File: config.mk
export PLATFORM = sky130hd
export DESIGN_NAME = pc_sequencer_flat
export DESIGN_NICKNAME = d
export VERILOG_FILES = /design/src/rtl/pc_sequencer_if.sv /design/src/rtl/pc_sequencer.sv /design/src/flat_wrapper.sv
export SDC_FILE = /design/constraint.sdc
export NUM_CORES = 1
export LEC_CHECK = 0
export CAP_MARGIN = 10
export CORE_MARGIN = 1
export CORE_UTILIZATION = 49
export CTS_CLUSTER_DIAMETER = 150
export DETAILED_ROUTE_END_ITERATION = 16
export GPL_TIMING_DRIVEN = 0
export PLACE_DENSITY_LB_ADDON = 0.3
export SLEW_MARGIN = 20
export SYNTH_ARGS = -nofsm -noshare
export SYNTH_HDL_FRONTEND = slang
export SYNTH_SLANG_ARGS = --single-unit
export TNS_END_PERCENT = 5
File: constraint.sdc
create_clock -name clock -period 4.81 [get_ports clock]
set_clock_uncertainty 0.05 [all_clocks]
set_input_delay 0.481 -clock clock [delete_from_list [all_inputs] [get_ports clock]]
set_output_delay 0.481 -clock clock [all_outputs]
set_load 0.01 [all_outputs]
File: src/rtl/pc_sequencer_if.sv
// Handshake and control bundle between the PC sequencer, instruction memory,
// execute stage and the programCounter block.
interface pc_sequencer_if;
  logic        imem_req;
  logic        imem_ack;
  logic        fetch_valid;
  logic        exec_done;
  logic [1:0]  br_kind;
  logic        cond_flag;
  logic [31:0] br_offset;
  logic [31:0] jr_target;
  logic        halt_req;
  logic        stall;
  logic [1:0]  ps;
  logic [31:0] pc_in;
  logic        halted;
  logic        fault;
  logic [31:0] retired;

  modport master (
    output imem_req, fetch_valid, ps, pc_in, halted, fault, retired,
    input  imem_ack, exec_done, br_kind, cond_flag, br_offset, jr_target,
           halt_req, stall
  );

  modport slave (
    input  imem_req, fetch_valid, ps, pc_in, halted, fault, retired,
    output imem_ack, exec_done, br_kind, cond_flag, br_offset, jr_target,
           halt_req, stall
  );
endinterface

File: src/rtl/pc_sequencer.sv
// Boot / fetch / execute / update sequencer; sole driver of the programCounter
// function select and load value.
module pc_sequencer #(
  parameter logic [31:0] RESET_VECTOR = 32'h0000_0000,
  parameter int          TIMEOUT      = 15
) (
  input  logic          clock,
  input  logic          reset,
  pc_sequencer_if.master bus
);
  localparam logic [7:0] TO = 8'(TIMEOUT);

  typedef enum logic [2:0] {
    S_BOOT, S_FETCH, S_EXEC, S_UPDATE, S_HALT, S_FAULT
  } state_t;

  state_t      r_state;
  logic [7:0]  r_wait;
  logic        r_fetch_valid;
  logic [1:0]  r_kind;
  logic        r_flag;
  logic [31:0] r_off;
  logic [31:0] r_tgt;
  logic [31:0] r_retired;

  logic [1:0]  w_ps;
  logic [31:0] w_pc_in;

  always_ff @(posedge clock or posedge reset) begin
    if (reset) begin
      r_state       <= S_BOOT;
      r_wait        <= '0;
      r_fetch_valid <= 1'b0;
      r_kind        <= 2'b00;
      r_flag        <= 1'b0;
      r_off         <= '0;
      r_tgt         <= '0;
      r_retired     <= '0;
    end else begin
      r_fetch_valid <= 1'b0;
      unique case (r_state)
        S_BOOT: begin
          r_state <= S_FETCH;
          r_wait  <= '0;
        end
        S_FETCH: begin
          // ack wins over a timeout landing in the same cycle
          if (bus.imem_ack) begin
            r_state       <= S_EXEC;
            r_fetch_valid <= 1'b1;
          end else if (r_wait == TO) begin
            r_state <= S_FAULT;
          end else begin
            r_wait <= r_wait + 8'd1;
          end
        end
        S_EXEC: begin
          if (bus.exec_done) begin
            r_kind    <= bus.br_kind;
            r_flag    <= bus.cond_flag;
            r_off     <= bus.br_offset;
            r_tgt     <= bus.jr_target;
            r_retired <= r_retired + 32'd1;
            r_state   <= bus.halt_req ? S_HALT : S_UPDATE;
          end
        end
        S_UPDATE: begin
          if (!bus.stall) begin
            r_state <= S_FETCH;
            r_wait  <= '0;
          end
        end
        default: ;
      endcase
    end
  end

  // stall is the one input allowed to reach ps: it must suppress the update
  // in the very cycle it is high, otherwise the PC would advance early.
  always_comb begin
    w_ps    = 2'b00;
    w_pc_in = '0;
    unique case (r_state)
      S_BOOT: begin
        w_ps    = 2'b10;
        w_pc_in = RESET_VECTOR;
      end
      S_UPDATE: begin
        if (!bus.stall) begin
          unique case (r_kind)
            2'b00: w_ps = 2'b01;
            2'b01: begin
              if (r_flag) begin
                w_ps    = 2'b11;
                w_pc_in = r_off;
              end else begin
                w_ps = 2'b01;
              end
            end
            2'b10: begin
              w_ps    = 2'b11;
              w_pc_in = r_off;
            end
            default: begin
              w_ps    = 2'b10;
              w_pc_in = r_tgt;
            end
          endcase
        end
      end
      default: ;
    endcase
  end

  assign bus.ps          = w_ps;
  assign bus.pc_in       = w_pc_in;
  assign bus.imem_req    = (r_state == S_FETCH);
  assign bus.fetch_valid = r_fetch_valid;
  assign bus.halted      = (r_state == S_HALT);
  assign bus.fault       = (r_state == S_FAULT);
  assign bus.retired     = r_retired;
endmodule
File: src/flat_wrapper.sv
// flat-port wrapper written by rule: the top's interface ports become plain ports
module pc_sequencer_flat 
#(
  parameter logic [31:0] RESET_VECTOR = 32'h0000_0000,
  parameter int          TIMEOUT      = 15
)
  (clock, reset, bus_imem_req, bus_fetch_valid, bus_ps, bus_pc_in, bus_halted, bus_fault, bus_retired, bus_imem_ack, bus_exec_done, bus_br_kind, bus_cond_flag, bus_br_offset, bus_jr_target, bus_halt_req, bus_stall);
  pc_sequencer_if bus_i ();
  input  logic clock;
  input  logic reset;
  output wire logic [$bits(bus_i.imem_req)-1:0] bus_imem_req;
  output wire logic [$bits(bus_i.fetch_valid)-1:0] bus_fetch_valid;
  output wire logic [$bits(bus_i.ps)-1:0] bus_ps;
  output wire logic [$bits(bus_i.pc_in)-1:0] bus_pc_in;
  output wire logic [$bits(bus_i.halted)-1:0] bus_halted;
  output wire logic [$bits(bus_i.fault)-1:0] bus_fault;
  output wire logic [$bits(bus_i.retired)-1:0] bus_retired;
  input wire logic [$bits(bus_i.imem_ack)-1:0] bus_imem_ack;
  input wire logic [$bits(bus_i.exec_done)-1:0] bus_exec_done;
  input wire logic [$bits(bus_i.br_kind)-1:0] bus_br_kind;
  input wire logic [$bits(bus_i.cond_flag)-1:0] bus_cond_flag;
  input wire logic [$bits(bus_i.br_offset)-1:0] bus_br_offset;
  input wire logic [$bits(bus_i.jr_target)-1:0] bus_jr_target;
  input wire logic [$bits(bus_i.halt_req)-1:0] bus_halt_req;
  input wire logic [$bits(bus_i.stall)-1:0] bus_stall;
  assign bus_imem_req = bus_i.imem_req;
  assign bus_fetch_valid = bus_i.fetch_valid;
  assign bus_ps = bus_i.ps;
  assign bus_pc_in = bus_i.pc_in;
  assign bus_halted = bus_i.halted;
  assign bus_fault = bus_i.fault;
  assign bus_retired = bus_i.retired;
  assign bus_i.imem_ack = bus_imem_ack;
  assign bus_i.exec_done = bus_exec_done;
  assign bus_i.br_kind = bus_br_kind;
  assign bus_i.cond_flag = bus_cond_flag;
  assign bus_i.br_offset = bus_br_offset;
  assign bus_i.jr_target = bus_jr_target;
  assign bus_i.halt_req = bus_halt_req;
  assign bus_i.stall = bus_stall;
  pc_sequencer #(.RESET_VECTOR(RESET_VECTOR), .TIMEOUT(TIMEOUT)) u_core (.clock(clock), .reset(reset), .bus(bus_i));
endmodule
==> results.py, run 1 <==
metrics = {
    "run_status": {
        "status": "finished clean",
    },
    "synth": {
        "synth_top_area_cell": "dfrtp_1",
        "async_reset_ff_share_pct": 100,
        "yosysWarnings": 0,
        "syn_avg_cell_area_um2": 8.59,
        "synthTopCellsByArea": "dfrtp_1 54%, nand2_1 18%, nand3_1 4.5%",
        "synth_common_cells": "249 x nand2_1, 111 x dfrtp_1, 47 x nand3_1",
        "synth.cell_area_um2": 5180,
        "synth_cell_types": 41,
        "synth_nets": 678,
        "synth.most_common_cell": "nand2_1",
        "synth_edf_count": 0,
        "ys.flop_type": "dfrtp_1",
        "yosysTopAreaCellShare_pct": 53.6,
        "netlist_instances": 603,
        "seq_area_frac_synth_pct": 53.6,
        "synth-seq-cells": 111,
    },
    "global_routing": {
        "grt_pass1_wl_um": 21500,
        "antenna_found_initial": 0,
        "grt.total_usage_pct": 24.5,
        "grt_pass1_vias": 4625,
        "grt_max_degree": 84,
        "grt-ovfl-total": 0,
    },
    "floorplanning": {
        "io_pins": 143,
        "rows": 37,
        "core_area_um2": 10300,
        "start_util_pct": 50.4,
        "chipWidth_um": 105,
        "design.die.area_um2": 11000,
        "die_h_um": 105,
    },
    "setup_path": {
        "required_ps": 4280,
        "r2r-start": "u_core.r_state[0]",
        "cp_slowest_stage_delay_ps": 580,
        "crit_buf_inv": 3,
        "ff2ff_setup_slack_ps": 2500,
        "crit_arrival_ps": 2510,
        "cpMaxStageDelayCell": "clkdlybuf4s50_1",
        "startpoint": "u_core.r_state[0]",
        "crit_path_start_kind": "register",
        "r2r_end": "u_core.bus.retired[4]",
        "critPathTopFamily": "buffers and inverters",
        "path_cells": "buf_2, nor2b_1, nand3_1, clkbuf_1, a21oi_1, clkdlybuf4s50_1",
        "rr_worst_depth": 5,
        "cp_max_fo": 10,
        "path_class": "reg -> out",
        "cp-end-kind": "output pin",
    },
    "clock_network": {
        "cts-resized-gates": 0,
        "clockBufferDepth": 2,
        "clk_pin_slew_ps": 100,
        "clockRootBuffer": "clkbuf_8",
        "htree_levels": 3,
        "cts_buffers": 9,
        "cts_sinks": 111,
        "tritoncts": "yes",
        "clk_latency_ps": 360,
        "ctsHoldBuffers": 0,
        "cts_setup_buffers": 0,
    },
    "placement": {
        "dp_hpwl_um": 9360,
        "place.gp.congestion": 0.841,
        "port-buffer-count": 142,
        "dp_cells": 882,
        "dp_slack_ps": 1850,
    },
    "detailed_routing": {
        "met3_length_um": 690,
        "dr.max_layer_used": "met4",
        "dr_total_vias": 4659,
        "drc_errors": 0,
        "first_pass_iters": 5,
        "wirelength_um": 12800,
        "postRouteAntennaNets": 0,
        "wire_per_inst_um": 14.2,
        "m1WireLength_um": 5580,
        "via_per_inst": 5.19,
        "dr_wl_met2_um": 6200,
        "drt_iter0_markers": 187,
    },
    "sta": {
        "tightest_slew_ps": 1040,
        "drv_slew": 0,
        "period_needed_ps": 3040,
        "hold_viol": 0,
        "max_slew_margin_pct": 30.8,
        "finalCritPeriodShare_pct": 63.2,
        "setup_viol": 0,
        "fmax_mhz": 329,
        "rsz0062_at_grt": "no",
        "layout_setup_ws_ps": 1770,
    },
    "power": {
        "switching_share_pct": 32.6,
        "switchingPower_uw": 849,
        "seq_power_share_pct": 52.0,
        "power.density_nw_per_um2": 372,
        "power.internal_mw": 1.75,
        "comb_power_share_pct": 26.5,
        "p_leak_nw": 3.21,
        "power_frac_clock_pct": 21.4,
        "vdd_drop_max_uv": 234,
    },
    "job": {
        "cap_viol_max_count": 0,
    },
    "finish": {
        "area_growth_pct": 35.2,
        "antennaDiodeCount": 0,
        "final_cell_count_no_fill": 897,
        "utilization_pct": 68.1,
        "fin_nets": 832,
        "layout-drive-gt1-share_pct": 3.81,
    },
    "min_path": {
        "holdCritPathClass": "in -> async",
    },
}
[flip-flops by register name, indices dropped and copies added (netlist names)]
register and flops:
u_core.bus.fetch_valid 1, u_core.bus.retired 32, u_core.r_tgt 32, u_core.r_kind 2, u_core.r_off 32, u_core.r_flag 1
u_core.r_state 3, u_core.r_wait 8
[per-stage QoR]
step	setup TNS, ps	hold slack, ps	area, um2	total power [mW]
after floorplan	0	395	5180	1.78
after global placement	-17990	407	6770	2.02
after detailed placement	0	408	6810	2.06
after CTS	0	399	7000	2.62
after global routing	0	407	7000	2.79
final	0	399	7000	2.60
[how the worst max path moves through the flow]
stage | endpoint | slack, ps | cells past startpoint
finish | bus_pc_in[30] | 1770 | 6
global route | bus_pc_in[30] | 1590 | 6
CTS | bus_pc_in[30] | 1750 | 6
detailed placement | bus_pc_in[30] | 1850 | 6
global placement | u_core.r_tgt[17] | -170 | 2
floorplan | u_core.bus.fetch_valid | 1350 | 1
[metal layers]
layer / GRT usage, % / vias up
met2: 39.7 / 159
li1: - / 2277
met5: 0 / -
met4: 9.46 / 0
met3: 4.43 / 27
met1: 32.8 / 2196
[placed cells by master, fill, tap and decap left out, drive strengths merged, types with 4 or more instances in the layout]
| master | count |
|---|---|
| and4 | 5 |
| and3 | 7 |
| a31oi | 4 |
| dfrtp | 111 |
| o21ai | 7 |
| nand4 | 8 |
| nand3 | 47 |
| xor2 | 12 |
| a21o | 4 |
| nand2 | 249 |
| buf | 11 |
| nor3 | 8 |
| clkbuf | 37 |
| nor2 | 12 |
| inv | 6 |
| xnor2 | 19 |
| a21oi | 40 |
| clkdlybuf4s50 | 142 |
[worst reg2reg max path, stage by stage (launching register included)]
cell and delay, ps:
dfrtp_1 400, buf_2 180, nor4b_2 910, buf_2 380, nand4_1 140, xnor2_1 150
[power groups by stage]
stage | sequential, mW | clock, mW | combinational, mW
global placement | 1.35 | 0 | 0.663
global route | 1.39 | 0.611 | 0.786
floorplan | 1.32 | 0 | 0.454
detailed placement | 1.37 | 0 | 0.694
finish | 1.36 | 0.558 | 0.691
CTS | 1.35 | 0.574 | 0.697
[layout make-up]
class	count	area, um2
clock buffer	12	155
buffer	35	145
fill	860	3270
inverter	6	27.5
timing repair buffer	143	1450
clock inverter	3	42.5
tap	136	170
multi-input combinational	451	2240
sequential	111	2780
[kinds of logic after synthesis]
family / count (synthesis) / synth area share [%]
AND/OR/NAND/NOR: 355 / 30.5
flip-flops: 111 / 53.6
AO/OA/AOI/OAI: 62 / 6.76
buffers and inverters: 41 / 3.24
XOR/XNOR: 31 / 5.24
adder cells (fa/ha/maj): 2 / 0.483
multiplexers: 1 / 0.217
Note: power is estimated with default switching activity, not from simulation.
==> inputs of run 2 (changes only) <==
--- a/config.mk
+++ b/config.mk
@@ -7,7 +7,7 @@
 export LEC_CHECK = 0
 export CAP_MARGIN = 10
 export CORE_MARGIN = 1
-export CORE_UTILIZATION = 49
+export CORE_UTILIZATION = 48
 export CTS_CLUSTER_DIAMETER = 150
 export DETAILED_ROUTE_END_ITERATION = 16
 export GPL_TIMING_DRIVEN = 0
==> constraint.sdc (replaced) <==
create_clock -name clock -period 3.2 [get_ports clock]
set_clock_uncertainty 0.05 [all_clocks]
set_input_delay 0.32 -clock clock [delete_from_list [all_inputs] [get_ports clock]]
set_output_delay 0.32 -clock clock [all_outputs]
set_load 0.01 [all_outputs]
==> run 2 against run 1 <==
Cell count increased by 0.33%. Cell area grew 0.12%. Clock-buffer cell count fell by 1. Flip-flop and latch count did not move. Global-route usage decreased by 0.83 points. Critical path depth unchanged. Routed wire length up 0.42%. Register-to-register slack lost 1600 ps. Combinational power grew 51%. Utilization shrank 0.82 points. Largest cell class unchanged.
==> results.py, run 2 (same netlist as run 1, synthesis figures left out) <==
metrics = {
    "run_status": {
        "status": "finished clean",
    },
    "sta": {
        "tightest_slew_ps": 977,
        "finalCritPeriodShare_pct": 91.4,
        "drv_slew": 0,
        "tns_ps": 0,
        "holdWs_ps": 261,
        "period_needed_ps": 2930,
        "hold_viol": 0,
        "fmax_mhz": 342,
        "rsz0062_at_grt": "no",
        "setup_viol": 0,
        "max_slew_margin_pct": 34.7,
    },
    "min_path": {
        "holdCritPathClass": "in -> async",
    },
    "setup_path": {
        "path_cells": "buf_2, nor2b_1, nand3_1, clkbuf_1, a21oi_1, clkdlybuf4s50_1",
        "crit_arrival_ps": 2560,
        "endpoint": "bus_pc_in[21]",
        "path_class": "reg -> out",
        "cp_slowest_stage_delay_ps": 580,
        "r2r_end": "u_core.bus.retired[4]",
        "startpoint": "u_core.r_state[0]",
        "cpMaxStageDelayCell": "clkdlybuf4s50_1",
        "r2r-start": "u_core.r_state[0]",
        "ff2ff_setup_slack_ps": 940,
        "crit_buf_inv": 3,
        "rr_worst_depth": 5,
        "crit_path_start_kind": "register",
        "required_ps": 2830,
        "cp-end-kind": "output pin",
        "cp_max_fo": 10,
        "critPathTopFamily": "buffers and inverters",
        "path_depth": 6,
    },
    "detailed_routing": {
        "first_pass_iters": 4,
        "wirelength_um": 12800,
        "via_per_inst": 5.20,
        "postRouteAntennaNets": 0,
        "wire_per_inst_um": 14.2,
        "dr_total_vias": 4679,
        "drt_iter0_markers": 268,
        "drc_errors": 0,
    },
    "placement": {
        "dp_hpwl_um": 9450,
        "dpl_cell_area_um2": 6840,
        "place.gp.congestion": 0.854,
        "dp_cells": 884,
        "port-buffer-count": 142,
    },
    "finish": {
        "num-fill-cells": 876,
        "final_area_um2": 7010,
        "fin_nets": 834,
        "antennaDiodeCount": 0,
        "layout_commonest_cell": "nand2_1",
        "final_cell_count_no_fill": 900,
        "final_cell_mix": "249 x nand2_1, 142 x clkdlybuf4s50_1, 111 x dfrtp_1",
        "layout-drive-gt1-share_pct": 4.19,
        "area_growth_pct": 35.3,
    },
    "global_routing": {
        "grt.total_usage_pct": 23.7,
        "grt_max_degree": 36,
        "grt_pass1_vias": 4396,
        "antenna_found_initial": 0,
        "grt-ovfl-total": 0,
        "grt_pass1_wl_um": 20900,
    },
    "floorplanning": {
        "core_area_um2": 10400,
        "design.die.area_um2": 11200,
        "die_h_um": 106,
        "rows": 37,
        "start_util_pct": 49.7,
        "chipWidth_um": 106,
        "io_pins": 143,
    },
    "power": {
        "seq_power_share_pct": 52.9,
        "switching_share_pct": 33.8,
        "comb_power_share_pct": 27.2,
        "switchingPower_mw": 1.30,
        "p_leak_nw": 3.21,
        "power.internal_mw": 2.55,
        "p_total_mw": 3.85,
        "power.density_nw_per_um2": 549,
        "power_frac_clock_pct": 20.0,
        "vdd_drop_max_uv": 341,
    },
    "clock_network": {
        "clockBufferDepth": 2,
        "clockRootBuffer": "clkbuf_8",
        "htree_levels": 3,
        "cts_setup_buffers": 0,
        "ctsHoldBuffers": 0,
        "clk_latency_ps": 360,
        "cts_buffers": 9,
        "clk_pin_slew_ps": 100,
        "cts-resized-gates": 0,
        "cts_sinks": 111,
        "tritoncts": "yes",
    },
    "job": {
        "cap_viol_max_count": 0,
    },
}
-- run 2: how the worst min path moves through the flow --
stage	cells past startpoint	startpoint	to	slack [ps]
2_1_floorplan	1	bus_imem_ack	u_core.r_state[2]	370
3_3_place_gp	1	u_core.bus.retired[31]	u_core.bus.retired[31]	410
3_5_place_dp	2	u_core.r_off[10]	u_core.r_off[10]	410
4_1_cts	2	reset	u_core.bus.retired[20]	260
5_1_grt	2	reset	u_core.bus.retired[22]	300
6_report	2	reset	u_core.bus.retired[20]	260
-- run 2: layout make-up --
cell class,instances,area (um2),share of cell area (%)
timing repair buffer,145,1480,21.1
multi-input combinational,451,2240,31.9
buffer,35,145,2.07
sequential,111,2780,39.6
clock buffer,11,141,2.02
tap,136,170,2.43
clock inverter,5,33.8,0.482
inverter,6,26.3,0.375
-- run 2: per-layer routing --
layer / up-vias / wire length [um] / global-route usage, %
met4: 0 / 236 / 8.83
met3: 18 / 576 / 3.00
li1: 2280 / - / -
met2: 138 / 6050 / 37.6
met1: 2243 / 5960 / 33.4
met5: - / 0 / 0
-- run 2: power groups by stage --
| stage | clock network, mW | registers, mW | logic, mW |
|---|---|---|---|
| floorplan | 0 | 1.99 | 0.682 |
| global placement | 0 | 2.04 | 0.999 |
| detailed placement | 0 | 2.06 | 1.05 |
| CTS | 0.788 | 2.03 | 1.05 |
| global route | 0.835 | 2.09 | 1.19 |
| finish | 0.768 | 2.03 | 1.04 |
-- run 2: stage by stage --
stage / setup slack, ps / util (%)
floorplan: 1490 / -
global placement: 443 / 65.1
detailed placement: 516 / 65.6
CTS: 282 / 67.3
global route: 97.1 / 67.3
finish: 274 / 67.3
==> inputs of run 3 (changes only) <==
--- a/config.mk
+++ b/config.mk
@@ -12,6 +12,7 @@
 export DETAILED_ROUTE_END_ITERATION = 16
 export GPL_TIMING_DRIVEN = 0
 export PLACE_DENSITY_LB_ADDON = 0.3
+export REMOVE_ABC_BUFFERS = 1
 export SLEW_MARGIN = 20
 export SYNTH_ARGS = -nofsm -noshare
 export SYNTH_HDL_FRONTEND = slang
==> run 3 against run 2 <==
First-iteration DRC count is 29% higher. Hold slack gained 29 ps. Clock power increased by 24%.
==> results.py, run 3 (same netlist as run 1, synthesis figures left out) <==
metrics = {
    "sta": {
        "setup_viol": 0,
        "period_needed_ps": 2950,
        "rsz0062_at_grt": "no",
        "max_slew_margin_pct": 50.7,
        "tightest_slew_ps": 740,
        "drv_slew": 0,
        "finalCritPeriodShare_pct": 92.1,
        "layout_setup_ws_ps": 252,
        "hold_viol": 0,
        "fmax_mhz": 339,
    },
    "finish": {
        "layout-drive-gt1-share_pct": 4.91,
        "utilization_pct": 67.4,
        "final_cell_count_no_fill": 869,
        "area_growth_pct": 35.5,
        "antennaDiodeCount": 0,
        "fin_nets": 803,
        "num-fill-cells": 831,
        "layout_commonest_cell": "nand2_1",
        "final_cell_mix": "248 x nand2_1, 142 x clkdlybuf4s50_1, 111 x dfrtp_1",
    },
    "floorplanning": {
        "start_util_pct": 49.7,
        "io_pins": 143,
        "chipWidth_um": 106,
        "die_h_um": 106,
        "rows": 37,
        "design.die.area_um2": 11200,
        "core_area_um2": 10400,
    },
    "run_status": {
        "status": "finished clean",
    },
    "detailed_routing": {
        "postRouteAntennaNets": 0,
        "drc_errors": 0,
        "wirelength_um": 13300,
        "drt_iter0_markers": 345,
        "via_per_inst": 5.34,
        "wire_per_inst_um": 15.4,
        "first_pass_iters": 5,
        "dr_total_vias": 4644,
    },
    "placement": {
        "port-buffer-count": 142,
        "dp_cells": 853,
        "dp_hpwl_um": 8990,
        "place.gp.congestion": 0.854,
        "dp_slack_ps": 320,
    },
    "clock_network": {
        "clockBufferDepth": 2,
        "htree_levels": 3,
        "cts-resized-gates": 0,
        "cts_buffers": 9,
        "cts_sinks": 111,
        "tritoncts": "yes",
        "ctsHoldBuffers": 0,
        "clockRootBuffer": "clkbuf_8",
        "cts_setup_buffers": 0,
        "clk_latency_ps": 360,
        "clk_pin_slew_ps": 100,
    },
    "global_routing": {
        "grt.total_usage_pct": 24.5,
        "grt_pass1_wl_um": 21900,
        "met2_usage_pct": 41.0,
        "grt-ovfl-total": 0,
        "grt_pass1_vias": 4706,
        "met1_usage_pct": 31.7,
        "met3_usage_pct": 4.90,
        "grt.busiest_layer": "met2",
        "grt_max_degree": 66,
        "antenna_found_initial": 0,
    },
    "setup_path": {
        "path_cells": "nor2b_1, nand3_2, buf_16, a21oi_1, clkdlybuf4s50_1",
        "crit_path_start_kind": "register",
        "cp_slowest_stage_delay_ps": 590,
        "cp_max_fo": 22,
        "cp-end-kind": "output pin",
        "crit_arrival_ps": 2580,
        "path_class": "reg -> out",
        "required_ps": 2830,
        "cpMaxStageDelayCell": "clkdlybuf4s50_1",
    },
    "job": {
        "cap_viol_max_count": 0,
    },
    "power": {
        "p_total_mw": 4.05,
        "vdd_drop_max_uv": 240,
        "p_leak_nw": 3.23,
        "power.density_nw_per_um2": 577,
    },
    "min_path": {
        "holdCritPathClass": "in -> async",
    },
}
[run 3: changes by cell type in the layout (fill, tap and decap cells not counted), sizes merged]
cell      before  now
buf           13    7
bufinv         0    2
clkbuf        36   11
clkinv         3    1
clkinvlp       3    2
inv            5    6
[run 3: stage by stage]
step	hold slack (ps)	cell area [um2]	TNS, ps
final	290	7020	0
after global routing	330	7020	0
after CTS	294	7020	0
after detailed placement	410	6790	0
after global placement	406	6630	-407340
after floorplan	368	5040	-55810
[run 3: routing by layer]
layer  vias to the layer above  routed length, um
met4                         0                200
li1                       2221                  -
met5                         -                  0
met2                       152               6530
met3                        15                888
met1                      2256               5720
[run 3: power by group]
group | switching (mW) | total (mW) | internal, mW | leakage [nW]
logic | 0.589 | 1.04 | 0.455 | 1.65
clock network | 0.467 | 0.950 | 0.483 | 0.112
registers | 0.271 | 2.06 | 1.79 | 1.47
[run 3: final timing paths]
kind,startpoint,to,slack [ps],cells past startpoint
max reg2reg,u_core.r_state[0],u_core.bus.retired[27],520,4
max,u_core.r_state[0],bus_pc_in[10],250,5
min,reset,u_core.r_wait[2],290,2
min in group clock,bus_br_offset[0],u_core.r_off[0],420,3
max in group asynchronous,reset,u_core.r_tgt[21],2170,3
min reg2reg,u_core.bus.retired[31],u_core.bus.retired[31],420,1
[run 3: area by class of cell]
type	count	area [um2]	area share, %
clock inverter	5	80.1	1.14
multi-input combinational	451	2270	32.3
clock buffer	11	151	2.16
inverter	6	27.5	0.392
tap	136	170	2.42
sequential	111	2780	39.6
timing repair buffer	149	1550	22.0
[run 3: critical path, delay by kind of cell (launching register included)]
family	cells	cell delay [ps]
AOI/OAI and AO/OA	1	150
buffers and inverters	2	890
DFF	1	580
and+or+nand+nor	2	590
